**config.mk**
```make
export PLATFORM = sky130hd
export DESIGN_NAME = reg_file
export DESIGN_NICKNAME = d
export VERILOG_FILES = /design/src/rtl/reg_file.sv
export SDC_FILE = /design/constraint.sdc
export NUM_CORES = 1
export LEC_CHECK = 0
export CAP_MARGIN = 10
export CORE_MARGIN = 2
export CORE_UTILIZATION = 35
export DETAILED_ROUTE_END_ITERATION = 16
export SLEW_MARGIN = 20
export SYNTH_ARGS = -nofsm -noshare
export SYNTH_HDL_FRONTEND = slang
export SYNTH_SLANG_ARGS = --single-unit
```
**constraint.sdc**
```tcl
create_clock -name i_clk -period 3.3 [get_ports i_clk]
set_input_delay 0.33 -clock i_clk [delete_from_list [all_inputs] [get_ports i_clk]]
set_output_delay 0.33 -clock i_clk [all_outputs]
set_load 0.005 [all_outputs]
```
**src/rtl/reg_file.sv**
```systemverilog
// Architectural register file: 16 x 16-bit, two bypassed combinational read
// ports, one write port, and a per-register pending-write scoreboard.
module reg_file #(
    parameter logic [15:0] SP_INIT = 16'hFFFF,
    parameter logic [15:0] DS_INIT = 16'h0000
) (
    input  logic        i_clk,
    input  logic        i_rst,
    input  logic [3:0]  i_p0_addr,
    input  logic [3:0]  i_p1_addr,
    input  logic        i_re0,
    input  logic        i_re1,
    output logic [15:0] o_p0,
    output logic [15:0] o_p1,
    input  logic        i_we,
    input  logic [3:0]  i_dst_addr,
    input  logic [15:0] i_dst,
    input  logic        i_issue_valid,
    input  logic [3:0]  i_issue_addr,
    output logic        o_stall
);

    logic [15:0] r_regs [16];
    logic [1:0]  r_cnt  [16];
    logic [1:0]  w_cnt_nxt [16];

    logic [3:0]  w_addr [2];
    logic        w_re   [2];
    logic [15:0] w_rd   [2];
    logic        w_busy [2];
    logic        w_wr_ok;
    logic        w_full;
    logic        w_inc_ok;

    assign w_addr[0] = i_p0_addr;
    assign w_addr[1] = i_p1_addr;
    assign w_re[0]   = i_re0;
    assign w_re[1]   = i_re1;
    assign w_wr_ok   = i_we && (i_dst_addr != 4'd0);

    // A register whose last pending write lands this cycle reads via bypass,
    // so it is busy only if more than that one write is outstanding.
    always_comb begin
        for (int n = 0; n < 2; n++) begin
            w_rd[n]   = 16'h0000;
            w_busy[n] = 1'b0;
            if (w_re[n] && (w_addr[n] != 4'd0)) begin
                if (w_wr_ok && (i_dst_addr == w_addr[n])) begin
                    w_rd[n]   = i_dst;
                    w_busy[n] = (r_cnt[w_addr[n]] > 2'd1);
                end else begin
                    w_rd[n]   = r_regs[w_addr[n]];
                    w_busy[n] = (r_cnt[w_addr[n]] != 2'd0);
                end
            end
        end
    end

    assign o_p0 = w_rd[0];
    assign o_p1 = w_rd[1];

    assign w_full = i_issue_valid && (i_issue_addr != 4'd0) &&
                    (r_cnt[i_issue_addr] == 2'd3) &&
                    !(i_we && (i_dst_addr == i_issue_addr));

    assign o_stall  = w_busy[0] || w_busy[1] || w_full;
    assign w_inc_ok = i_issue_valid && (i_issue_addr != 4'd0) && !o_stall;

    always_comb begin
        for (int r = 0; r < 16; r++) begin
            logic v_inc;
            logic v_dec;
            v_inc = w_inc_ok && (i_issue_addr == 4'(r));
            v_dec = w_wr_ok && (i_dst_addr == 4'(r)) && (r_cnt[r] != 2'd0);
            w_cnt_nxt[r] = r_cnt[r];
            if (r == 0) begin
                w_cnt_nxt[r] = 2'd0;
            end else if (v_inc && !v_dec) begin
                if (r_cnt[r] != 2'd3) w_cnt_nxt[r] = r_cnt[r] + 2'd1;
            end else if (v_dec && !v_inc) begin
                w_cnt_nxt[r] = r_cnt[r] - 2'd1;
            end
        end
    end

    always_ff @(posedge i_clk) begin
        if (i_rst) begin
            for (int r = 0; r < 16; r++) begin
                if (r == 15)      r_regs[r] <= SP_INIT;
                else if (r == 14) r_regs[r] <= DS_INIT;
                else              r_regs[r] <= 16'h0000;
                r_cnt[r] <= 2'd0;
            end
        end else begin
            if (w_wr_ok) r_regs[i_dst_addr] <= i_dst;
            for (int r = 0; r < 16; r++) r_cnt[r] <= w_cnt_nxt[r];
        end
    end

endmodule

```
==> flow_results.xml <==
<?xml version="1.0" encoding="UTF-8"?>
<metrics>
  <group name="place">
    <metric name="minimum_setup_slack_after_placement" unit="ns">0.00549</metric>
    <metric name="dpl.cell_count" unit="">1982</metric>
    <metric name="post_dp_cell_area" unit="um2">19300</metric>
    <metric name="port_buffers" unit="">70</metric>
    <metric name="detailedPlacementHpwl" unit="mm">37.3</metric>
    <metric name="gpl.final_weighted_congestion" unit="">0.913</metric>
  </group>
  <group name="clock_network">
    <metric name="clock-sinks" unit="">286</metric>
    <metric name="cts_tree" unit="">built</metric>
    <metric name="bufs_on_longest_clock_path" unit="">3</metric>
    <metric name="clk_root_buffer_cell" unit="">clkbuf_16</metric>
    <metric name="clkLatencyLatePin" unit="ns">0.60</metric>
    <metric name="ctsHtreeMaxLevel" unit="">1</metric>
    <metric name="cts-buffers-inserted" unit="">31</metric>
    <metric name="clk_pin_slew" unit="ns">0.06</metric>
  </group>
  <group name="setup_path">
    <metric name="timing.rr.start" unit="">r_cnt[12][1]$_SDFFE_PP0P_</metric>
    <metric name="rr_endpoint" unit="">r_cnt[2][0]$_SDFFE_PP0P_</metric>
    <metric name="rr_worst_depth" unit="">9</metric>
    <metric name="start_kind" unit="">register</metric>
    <metric name="setup.worst_path.class" unit="">reg -&gt; out</metric>
    <metric name="worst-r2r-setup-slack" unit="ns">0.39</metric>
    <metric name="crit_path_end_kind" unit="">output port</metric>
    <metric name="crit_arrival" unit="ns">2.91</metric>
    <metric name="cp_data_required_time" unit="ns">2.97</metric>
    <metric name="path_max_fanout" unit="">5</metric>
  </group>
  <group name="logic_synthesis">
    <metric name="yosys_synthesis_warning_count" unit="">0</metric>
    <metric name="syn-instance-count" unit="">1253</metric>
    <metric name="mapped_avg_cell_area" unit="um2">13.6</metric>
    <metric name="synth_top_cell_by_area" unit="">edfxtp_1</metric>
    <metric name="ys_seq_elements" unit="">286</metric>
    <metric name="netlist_area" unit="um2">17000</metric>
    <metric name="synth.lib_cells_used.distinct" unit="">67</metric>
    <metric name="synth_enable_flop_cells" unit="">256</metric>
    <metric name="primary_flip_flop_cell_chosen_by_synthesis_mapping" unit="">edfxtp_1</metric>
    <metric name="ys_seq_area_share" unit="%">48.8</metric>
    <metric name="async_reset_ff_share" unit="%">0</metric>
    <metric name="post-synth-top-area-fraction" unit="%">45.2</metric>
    <metric name="yosys-top-cells-area" unit="">edfxtp_1 45%, mux4_2 23%, and2_1 7.7%</metric>
  </group>
  <group name="power_and_ir_drop">
    <metric name="clockPowerShare" unit="%">37.6</metric>
    <metric name="power.internal" unit="mW">6.72</metric>
    <metric name="switchingPower" unit="mW">2.29</metric>
    <metric name="power.leakage" unit="nW">6.84</metric>
    <metric name="report.power.total" unit="mW">9.02</metric>
    <metric name="irDropWorstVdd" unit="V">0.000391</metric>
    <metric name="pwr-share-comb" unit="%">15.4</metric>
    <metric name="power_switching_share" unit="%">25.4</metric>
    <metric name="power_frac_seq" unit="%">47.0</metric>
    <metric name="powerDensity" unit="nW/um2">443</metric>
  </group>
  <group name="detailed_routing">
    <metric name="finalWirelength" unit="mm">54.3</metric>
    <metric name="avgRoutedWirePerCell" unit="um">26.6</metric>
    <metric name="number_of_nets_with_antenna_violations_after_detailed_routing" unit="">0</metric>
    <metric name="vias_per_cell" unit="">5.76</metric>
    <metric name="drt_first_iter_violations" unit="">1208</metric>
    <metric name="drc_violation_count_after_routing" unit="">0</metric>
    <metric name="vias_after_detailed_routing" unit="">11800</metric>
    <metric name="firstDrtPassIters" unit="">5</metric>
  </group>
  <group name="run_status">
    <metric name="status" unit="">finished clean</metric>
  </group>
  <group name="timing">
    <metric name="min_period" unit="ns">3.24</metric>
    <metric name="worst_slew_pin_slew" unit="ns">1.05</metric>
    <metric name="min_period_over_period" unit="%">98.2</metric>
    <metric name="whs" unit="ns">0.307</metric>
    <metric name="grt_setup_unrepaired" unit="">true</metric>
    <metric name="fin_setup_tns" unit="ns">0</metric>
    <metric name="max_slew_margin" unit="%">30.1</metric>
    <metric name="timing.final.ws_setup" unit="ns">0.0578</metric>
    <metric name="finClkSkew" unit="ns">0.00573</metric>
    <metric name="clock.fmax" unit="MHz">308</metric>
    <metric name="hold_viol" unit="">0</metric>
    <metric name="setup_viol_count_final" unit="">0</metric>
    <metric name="timing_max_transition_violations_final" unit="">0</metric>
  </group>
  <group name="floorplan">
    <metric name="fp-row-count" unit="">80</metric>
    <metric name="die_w" unit="um">224</metric>
    <metric name="effective_utilization_at_floorplan" unit="%">35.5</metric>
    <metric name="fp.dieH" unit="um">224</metric>
    <metric name="ioPinCount" unit="">71</metric>
    <metric name="placeableCoreArea" unit="um2">47800</metric>
    <metric name="fp.dieArea" unit="um2">50300</metric>
  </group>
  <group name="final_layout">
    <metric name="final_net_count" unit="">1440</metric>
    <metric name="final_common_cell" unit="">edfxtp_1</metric>
    <metric name="seqCellArea" unit="um2">8300</metric>
    <metric name="area_growth" unit="%">19.7</metric>
    <metric name="postLayoutCoreUtil" unit="%">42.5</metric>
    <metric name="fillCellCount" unit="">4374</metric>
    <metric name="post_route_cell_area" unit="um2">20300</metric>
    <metric name="final_layout_size_suffix_gt1_share" unit="%">30.2</metric>
    <metric name="layoutNonFillerInstCount" unit="">2041</metric>
    <metric name="multi_input_area" unit="um2">8310</metric>
    <metric name="commonest_cells_after_routing_fill_and_taps_aside" unit="">256 x edfxtp_1, 209 x and2_1, 170 x mux4_2</metric>
  </group>
  <group name="job">
    <metric name="cap_violations" unit="">0</metric>
  </group>
  <group name="global_routing">
    <metric name="number_of_antenna_violations_at_the_first_check_in_global_routing" unit="">1</metric>
    <metric name="grt_first_pass_wirelength" unit="mm">80.5</metric>
    <metric name="grt_start_max_net_pins" unit="">35</metric>
    <metric name="number_of_global_route_vias_before_repair" unit="">12200</metric>
    <metric name="grt-ovfl-total" unit="">0</metric>
    <metric name="total_track_usage" unit="%">21.8</metric>
  </group>
  <group name="hold_path">
    <metric name="hold_path_end" unit="">r_cnt[15][1]$_SDFFE_PP0P_</metric>
    <metric name="whs_path_depth" unit="">3</metric>
    <metric name="hold_path.class" unit="">in -&gt; reg</metric>
    <metric name="worst_hold_startpoint" unit="">i_rst</metric>
  </group>
</metrics>
[sequential cells by signal (all words and copies together) (netlist names)]
name	cells
r_cnt	30
r_regs	256
[synth_stat cells, types with 8 or more instances]
cell type	instances
a211oi_1	8
a21oi_1	12
and2_1	209
and3_1	19
buf_1	12
buf_2	14
clkbuf_1	78
dfxtp_1	30
edfxtp_1	256
inv_1	20
mux2i_1	59
mux4_2	170
nand2_1	41
nand3_1	13
nor2_1	81
nor3_1	25
nor3_2	10
nor4_1	11
o21ai_0	34
or3_1	22
xnor2_1	9
[power by group through the flow]
stage | registers (mW) | clock network (mW) | logic, mW
2_1_floorplan | 4.28 | 0 | 0.793
3_3_place_gp | 4.30 | 0 | 1.37
3_5_place_dp | 4.31 | 0 | 1.38
4_1_cts | 4.24 | 3.43 | 1.39
5_1_grt | 4.26 | 3.56 | 1.46
6_report | 4.24 | 3.39 | 1.39
[worst max-delay path by stage]
stage / start / endpoint / cells past startpoint
floorplan: i_p0_addr[0] / o_p0[0] / 8
global placement: i_p1_addr[2] / r_cnt[4][0]$_SDFFE_PP0P_ / 10
detailed placement: i_p1_addr[2] / r_cnt[2][0]$_SDFFE_PP0P_ / 10
CTS: r_cnt[4][0]$_SDFFE_PP0P_ / o_stall / 7
global route: r_cnt[7][1]$_SDFFE_PP0P_ / o_stall / 7
finish: r_cnt[4][0]$_SDFFE_PP0P_ / o_stall / 7
[kinds of logic after synthesis]
| logic type | synth area share [%] |
|---|---|
| xor gates and xnor gates | 0.619 |
| other | 0.0221 |
| AOI/OAI and AO/OA | 4.93 |
| muxes | 26.8 |
| and+or+nand+nor | 15.6 |
| buffers and inverters | 3.26 |
| DFF | 48.8 |
[layer usage]
metal | up-vias | global-route usage [%] | wire length (um)
met5 | - | 0 | 0
met1 | 5967 | 28.3 | 21600
li1 | 5161 | - | -
met2 | 522 | 36.5 | 26700
met3 | 108 | 3.71 | 3920
met4 | 0 | 8.93 | 2120
[final cells by class]
| cell class | count | share of cell area, % |
|---|---|---|
| diodes | 1 | 0.0123 |
| clock buffers | 40 | 3.98 |
| clock inverters | 16 | 0.750 |
| inverters | 22 | 0.406 |
| multi-input cells | 850 | 40.9 |
| flip-flops and latches | 286 | 40.8 |
| well taps | 615 | 3.78 |
| repair buffers | 211 | 9.38 |
[worst max-delay path, cell delays in order (launching register included)]
cell and delay (ns):
dfxtp_2 0.39, mux2i_2 0.13, mux4_2 0.46, nor4b_4 0.14
a211o_2 0.37, o21ai_4 0.16, or2_2 0.15, clkdlybuf4s50_1 0.51
[timing repair]
action | 4_1_cts | 5_1_grt
gates resized for setup | 6 | 13
pin swaps | 2 | 1
setup buffers | 2 | 0
setup endpoints to repair | 1 | 2
hold buffers | 0 | 0
No activity file was read; power rests on OpenSTA's default activity.
